===== src/rtl/bg_pixel_fetch_if.sv =====
// Pixel-side bus of bg_pixel_fetch: scan coordinates and syncs in, ROM address/data, RGB444 and syncs out.
// master = timing generator plus background ROM; slave = bg_pixel_fetch.
interface bg_pixel_fetch_if;
   logic        pix_en;
   logic [9:0]  col;
   logic [8:0]  row;
   logic        video_on;
   logic        hs_in;
   logic        vs_in;
   logic        run;
   logic [14:0] rom_addr;
   logic [15:0] rom_data;
   logic [11:0] rgb;
   logic        hs_out;
   logic        vs_out;
   logic [7:0]  x_off;

   modport master (
      output pix_en, col, row, video_on, hs_in, vs_in, run, rom_data,
      input  rom_addr, rgb, hs_out, vs_out, x_off
   );

   modport slave (
      input  pix_en, col, row, video_on, hs_in, vs_in, run, rom_data,
      output rom_addr, rgb, hs_out, vs_out, x_off
   );
endinterface


===== src/rtl/bg_pixel_fetch.sv =====
// Two-stage background fetch: 4x-upscaled ROM addressing, RGB565->RGB444, hsync/vsync kept aligned with rgb.
// Define BG_SCROLL_EN to build the wrapping horizontal scroll (IDLE/SCROLL FSM and x_off register).
module bg_pixel_fetch #(
   parameter int SRC_W       = 160,
   parameter int SRC_H       = 120,
   parameter int SCALE_SHIFT = 2,
   parameter int SCROLL_STEP = 1
) (
   input logic             clk,
   input logic             rstn,
   bg_pixel_fetch_if.slave bus
);

   localparam logic [14:0] SRC_W_A = 15'(SRC_W);

   logic [14:0] sx;
   logic [14:0] sy;
   logic [14:0] row_base;
   logic [14:0] px;
   logic [14:0] rom_addr_d, rom_addr_q;
   logic [11:0] rgb_d, rgb_q;
   logic        vid1_q, hs1_q, vs1_q;
   logic        hs_out_q, vs_out_q;

   assign sx = 15'(bus.col >> SCALE_SHIFT);
   assign sy = 15'(bus.row >> SCALE_SHIFT);

   // The native 160x120 layout uses a shift-add multiply (160 = 128 + 32).
   generate
      if (SRC_W == 160 && SRC_H == 120) begin : g_mul_shift
         assign row_base = (sy << 7) + (sy << 5);
      end else begin : g_mul_generic
         assign row_base = sy * SRC_W_A;
      end
   endgenerate

`ifdef BG_SCROLL_EN
   typedef enum logic {
      IDLE,
      SCROLL
   } scroll_state_e;

   localparam logic [7:0] WRAP_AT = 8'(SRC_W - SCROLL_STEP);
   localparam logic [7:0] STEP    = 8'(SCROLL_STEP);

   scroll_state_e state_q, state_d;
   logic [7:0]    x_off_q, x_off_d, x_off_next;
   logic          vs_prev_q;
   logic          frame_edge;
   logic [14:0]   px_sum;

   assign frame_edge = bus.pix_en && vs_prev_q && !bus.vs_in;
   // Compare before adding so the wrapped offset never needs a wider intermediate.
   assign x_off_next = (x_off_q >= WRAP_AT) ? x_off_q - WRAP_AT : x_off_q + STEP;

   always_comb begin
      // NOTE: defaults first, so no path through the case leaves a next-state undriven (no latches).
      state_d = state_q;
      x_off_d = x_off_q;
      case (state_q)
         IDLE: begin
            if (frame_edge && bus.run) begin
               state_d = SCROLL;
               x_off_d = x_off_next;
            end
         end
         SCROLL: begin
            if (frame_edge) begin
               if (bus.run) x_off_d = x_off_next;
               else         state_d = IDLE;
            end
         end
         default: state_d = IDLE;
      endcase
   end

   always_ff @(posedge clk) begin
      if (!rstn) begin
         state_q   <= IDLE;
         x_off_q   <= '0;
         vs_prev_q <= 1'b1;
      end else begin
         state_q <= state_d;
         x_off_q <= x_off_d;
         if (bus.pix_en) vs_prev_q <= bus.vs_in;
      end
   end

   // Both operands are below SRC_W, so one conditional subtract wraps the column.
   assign px_sum    = sx + 15'(x_off_q);
   assign px        = (px_sum >= SRC_W_A) ? px_sum - SRC_W_A : px_sum;
   assign bus.x_off = x_off_q;
`else
   localparam int unused_step = SCROLL_STEP;
   logic unused_run;

   assign unused_run = bus.run;
   assign px         = sx;
   assign bus.x_off  = '0;
`endif

   assign rom_addr_d = bus.video_on ? row_base + px : '0;
   assign rgb_d      = vid1_q ? {bus.rom_data[15:12], bus.rom_data[10:7], bus.rom_data[4:1]}
                              : 12'h000;

   always_ff @(posedge clk) begin
      // NOTE: reset is synchronous and checked before pix_en, so it lands on the next edge mid-frame.
      if (!rstn) begin
         rom_addr_q <= '0;
         vid1_q     <= 1'b0;
         hs1_q      <= 1'b1;
         vs1_q      <= 1'b1;
         rgb_q      <= '0;
         hs_out_q   <= 1'b1;
         vs_out_q   <= 1'b1;
      end else if (bus.pix_en) begin
         // NOTE: non-blocking, so stage 2 consumes the stage-1 values from before this strobe.
         rom_addr_q <= rom_addr_d;
         vid1_q     <= bus.video_on;
         hs1_q      <= bus.hs_in;
         vs1_q      <= bus.vs_in;
         rgb_q      <= rgb_d;
         hs_out_q   <= hs1_q;
         vs_out_q   <= vs1_q;
      end
   end

   logic unused_rom_lsbs;
   assign unused_rom_lsbs = ^{bus.rom_data[11], bus.rom_data[6:5], bus.rom_data[0]};

   assign bus.rom_addr = rom_addr_q;
   assign bus.rgb      = rgb_q;
   assign bus.hs_out   = hs_out_q;
   assign bus.vs_out   = vs_out_q;

endmodule


===== src/flat_wrapper.sv =====
// flat-port wrapper written by rule: the top's interface ports become plain ports
module bg_pixel_fetch_flat 
#(
   parameter int SRC_W       = 160,
   parameter int SRC_H       = 120,
   parameter int SCALE_SHIFT = 2,
   parameter int SCROLL_STEP = 1
)
  (clk, rstn, bus_pix_en, bus_col, bus_row, bus_video_on, bus_hs_in, bus_vs_in, bus_run, bus_rom_data, bus_rom_addr, bus_rgb, bus_hs_out, bus_vs_out, bus_x_off);
  bg_pixel_fetch_if bus_i ();
  input logic clk;
  input logic rstn;
  input wire logic [$bits(bus_i.pix_en)-1:0] bus_pix_en;
  input wire logic [$bits(bus_i.col)-1:0] bus_col;
  input wire logic [$bits(bus_i.row)-1:0] bus_row;
  input wire logic [$bits(bus_i.video_on)-1:0] bus_video_on;
  input wire logic [$bits(bus_i.hs_in)-1:0] bus_hs_in;
  input wire logic [$bits(bus_i.vs_in)-1:0] bus_vs_in;
  input wire logic [$bits(bus_i.run)-1:0] bus_run;
  input wire logic [$bits(bus_i.rom_data)-1:0] bus_rom_data;
  output wire logic [$bits(bus_i.rom_addr)-1:0] bus_rom_addr;
  output wire logic [$bits(bus_i.rgb)-1:0] bus_rgb;
  output wire logic [$bits(bus_i.hs_out)-1:0] bus_hs_out;
  output wire logic [$bits(bus_i.vs_out)-1:0] bus_vs_out;
  output wire logic [$bits(bus_i.x_off)-1:0] bus_x_off;
  assign bus_i.pix_en = bus_pix_en;
  assign bus_i.col = bus_col;
  assign bus_i.row = bus_row;
  assign bus_i.video_on = bus_video_on;
  assign bus_i.hs_in = bus_hs_in;
  assign bus_i.vs_in = bus_vs_in;
  assign bus_i.run = bus_run;
  assign bus_i.rom_data = bus_rom_data;
  assign bus_rom_addr = bus_i.rom_addr;
  assign bus_rgb = bus_i.rgb;
  assign bus_hs_out = bus_i.hs_out;
  assign bus_vs_out = bus_i.vs_out;
  assign bus_x_off = bus_i.x_off;
  bg_pixel_fetch #(.SRC_W(SRC_W), .SRC_H(SRC_H), .SCALE_SHIFT(SCALE_SHIFT), .SCROLL_STEP(SCROLL_STEP)) u_core (.clk(clk), .rstn(rstn), .bus(bus_i));
endmodule

===== config.mk =====
export PLATFORM = sky130hd
export DESIGN_NAME = bg_pixel_fetch_flat
export DESIGN_NICKNAME = d
export VERILOG_FILES = /design/src/rtl/bg_pixel_fetch_if.sv /design/src/rtl/bg_pixel_fetch.sv /design/src/flat_wrapper.sv
export SDC_FILE = /design/constraint.sdc
export NUM_CORES = 1
export LEC_CHECK = 0
export ABC_AREA = 1
export CAP_MARGIN = 20
export CORE_ASPECT_RATIO = 0.8
export CORE_MARGIN = 10
export CORE_UTILIZATION = 41
export DETAILED_ROUTE_END_ITERATION = 6
export GPL_TIMING_DRIVEN = 0
export PLACE_DENSITY = 0.8
export RECOVER_POWER = 25
export SYNTH_ARGS = -nofsm -noshare
export SYNTH_HDL_FRONTEND = slang
export SYNTH_SLANG_ARGS = --single-unit

===== constraint.sdc =====
create_clock -name clk -period 3.03 [get_ports clk]
set_clock_uncertainty 0.2 [all_clocks]
set_input_delay 0.606 -clock clk [delete_from_list [all_inputs] [get_ports clk]]
set_output_delay 0.606 -clock clk [all_outputs]
set_load 0.005 [all_outputs]

==> results by group <==
Detailed routing
  – Wire length per cell: 13.17 µm
  – Vias: 1704
  – Total Routed Length: 4779 µm
  – DRC: 0
  – DR vias/cell: 4.694
  – Antenna Violating Nets Remaining: 0
  – Pre-antenna DRT Iters: 4
  – Initial DRC count: 88

Power and ir drop
  – Reg power frac: 40.9%
  – Internal: 0.8015 mW
  – Static leakage: 1.105 nW
  – Switch share: 26.67%
  – Max VDD drop: 0.0003485 V
  – Power Dens Cells: 435.0 nW/µm²
  – Power share of the clock group: 37.5%
  – Sw Pwr: 0.2915 mW
  – Combinational group share of total power: 21.5%

Clocking
  – CTS tree: done
  – Postcts setup bufs: 0
  – # hold bufs at CTS: 0
  – Clock buffer count from CTS: 5
  – Clock Pin Slew Worst Setup and Hold Paths: 0.07 ns
  – CTS H-tree depth: 2
  – Root buffer cell: clkbuf_8
  – Bufs on Longest Clock Path: 2
  – Worst skew pair latency: 0.29 ns
  – # resized after CTS: 0
  – Clk sinks: 32

Critical path
  – Worst path required time: 3.02 ns
  – Kind of critical path: primary input to register
  – Worst Reg2Reg Path Length in Cells: 3
  – Worst path max stage delay: 0.59 ns
  – Crit path max-delay family: adder cells
  – CP max stage cell: fa_1
  – Critical path, cell by cell: clkdlybuf4s50_1 > inv_1 > fa_1 > inv_1 > ha_1 > nand3_1 > nand3_1 > nand2_1 > nand2_1 > nand2_1 > nand3_1 > nand2_1 > inv_1
  – Crit. path cell count: 13
  – Crit Path Max Fanout: 3
  – Worst Path Arrival: 2.70 ns
  – Buf/Inv on CP: 4
  – Most frequent CP cell: nand2_1
  – Worst setup EP type: register
  – Worst setup path start: bus_row[2]
  – Setup crit start kind: primary input
  – FF-to-FF Start: u_core.vid1_q$_SDFFE_PN0P_

Logic synthesis
  – Top-count cell post-synth: nand2_1
  – Async set-reset flop share out of synthesis: 0%
  – Post-synthesis cell type count: 22
  – Synth Flop Type: dfxtp_1
  – Area leader, netlist: dfxtp_1
  – Synth Cell Area: 1707 µm²
  – Number of enable flip-flop cells after synthesis: 0
  – Seq/Total Area, Yosys: 37.54%
  – Share of the synthesized area in the top cell type: 37.54%
  – Commonest cells post-synth: nand2_1, dfxtp_1, a21oi_1
  – Synth Warn #: 0
  – Syn Area/Cell: 7.325 µm²
  – Flops & latches, synth: 32
  – Mapped Cells: 233
  – Ranking of synthesized cells by area: dfxtp_1, nand2_1, ha_1, a21oi_1, nand3_1

GRT
  – Grt total ovfl: 0
  – GRT Overall Usage: 13.58%
  – First-pass GRT wire length: 8135 µm
  – Pin count of the biggest net entering global routing: 12
  – Antenna violations before repair: 0
  – Vias in the first global route: 1702

Timing
  – Relative slew margins: 66.65%
  – Final setup viols: 0
  – Setup TNS: 0 ns
  – Hold Fails Final Rpt: 0
  – Final clock period utilization by the worst path: 89.42%
  – RSZ-0062 raised after global routing: false
  – Slew Viols, Final: 0
  – Min Tclk post-route: 2.710 ns
  – Tightest Pin Transition: 0.5002 ns
  – FMAX: 369.1 MHz

Place
  – Placed instance count: 355
  – Detailed placement HPWL: 3839 µm
  – Port Buffers: 60
  – Routability-driven placement congestion ratio: 0.8401

Cells and area
  – Fillers: 389
  – Final net count: 364
  – Layout cells sized above 1: 8.117%
  – Post-route insts no fill: 363
  – Area grow syn2layout: 47.21%
  – # diodes: 0

Outcome
  – Status: completed

Hold path
  – Min-Delay Path Class: register to register
  – Worst Hold Depth: 2
  – Hold Crit Start: u_core.bus.vs_out$_SDFFE_PN1P_

Job
  – Max cap viols: 0

Floorplanning
  – I/O pins: 79
  – Die H: 77.71 µm
  – Die Area: 7159 µm²
  – Core region area: 3904 µm²
  – Initial Utilization: 43.72%
  – Rows: 20
  – Die width: 92.13 µm
final cells by class:
type	instances	area, µm²	area share (%)
Timing Repair Buffer	60	600.6	23.90
Multi-Input combinational cell	166	878.3	34.96
Tap cell	55	68.82	2.739
Clock buffer	5	68.82	2.739
Buffer	16	102.6	4.084
Inverter	26	110.1	4.382
Clock inverter	3	42.54	1.693
Sequential cell	32	640.6	25.50
path summary, 6_finish.rpt:
kind	endpoint	slack, ns
setup reg to reg	u_core.bus.rgb[6]$_SDFFE_PN0P_	1.74
hold reg to reg	u_core.bus.vs_out$_SDFFE_PN1P_	0.26
setup / recovery	u_core.bus.rom_addr[13]$_SDFFE_PN0P_	0.32
hold / removal	u_core.bus.vs_out$_SDFFE_PN1P_	0.26
metrics by stage:
stage / setup slack, ns / total power, mW / hold slack (ns) / utilization (%) / cell area, µm²
6_report: 0.3205 / 1.093 / 0.2631 / 64.36 / 2512
3_5_place_dp: 0.02330 / 0.6928 / 0.2449 / 61.54 / 2402
3_3_place_gp: 0.06143 / 0.6867 / 0.2381 / 61.54 / 2402
5_1_grt: 0.1722 / 1.158 / 0.2824 / 64.36 / 2512
4_1_cts: 0.3202 / 1.104 / 0.2640 / 64.39 / 2514
2_1_floorplan: 0.6909 / 0.5864 / 0.2292 / - / 1733
power by group through the flow:
| stage | Clock (mW) | Combinational, mW | Sequential [mW] |
|---|---|---|---|
| global placement | 0 | 0.231 | 0.456 |
| detailed placement | 0 | 0.236 | 0.457 |
| global route | 0.440 | 0.268 | 0.449 |
| finish | 0.410 | 0.235 | 0.448 |
| floorplan | 0 | 0.129 | 0.458 |
| CTS | 0.419 | 0.237 | 0.448 |
metal layers:
layer / part of all wire [%] / track usage, % / up-vias / wire [µm]
met4: 1.0 / 3.692 / 0 / 49
li1: - / - / 884 / -
met3: 12 / 7.212 / 7 / 561
met5: 0 / 0 / - / 0
met1: 45 / 16.73 / 749 / 2148
met2: 42 / 20.14 / 64 / 2019
registers in the layout (all words and copies together) (netlist names):
signal and count:
u_core.bus.rom_addr 15, u_core.bus.rgb 12, u_core.bus.hs_out 1, u_core.bus.vs_out 1, u_core.hs1_q 1, u_core.vid1_q 1
u_core.vs1_q 1
kinds of logic (layout without fill, tap and decap cells):
| kind of cell | count (synthesis) | in the layout | synth area share (%) |
|---|---|---|---|
| AND/OR/NAND/NOR | 108 | 108 | 27.20 |
| adder cells (fa/ha/maj) | 15 | 15 | 11.88 |
| other | 1 | 8 | 0.2197 |
| buffers and inverters | 42 | 110 | 12.54 |
| flip-flops | 32 | 32 | 37.54 |
| AO/OA/AOI/OAI | 35 | 35 | 10.63 |
worst reg2reg max path: cells and delay by family, from the launching register on:
kind	cells	cell delay, ns
AND/OR/NAND/NOR	1	0.13
AO/OA/AOI/OAI	1	0.15
flip-flops	1	0.38
buffers and inverters	1	0.37
cells in the final DEF, fill, tap and decap left out, drive strengths merged:
| cell type | n |
|---|---|
| o21ai | 3 |
| clkinv | 2 |
| a21oi | 30 |
| a2bb2oi | 1 |
| nor2 | 6 |
| bufinv | 1 |
| nand4 | 2 |
| fa | 2 |
| nand3b | 1 |
| conb | 8 |
| dfxtp | 32 |
| a21boi | 1 |
| ha | 13 |
| clkinvlp | 1 |
| clkdlybuf4s50 | 59 |
| clkbuf | 6 |
| buf | 15 |
| inv | 25 |
| nand3 | 25 |
| nand2 | 74 |
| dlygate4sd3 | 1 |
Note: power is estimated with default switching activity, not from simulation.
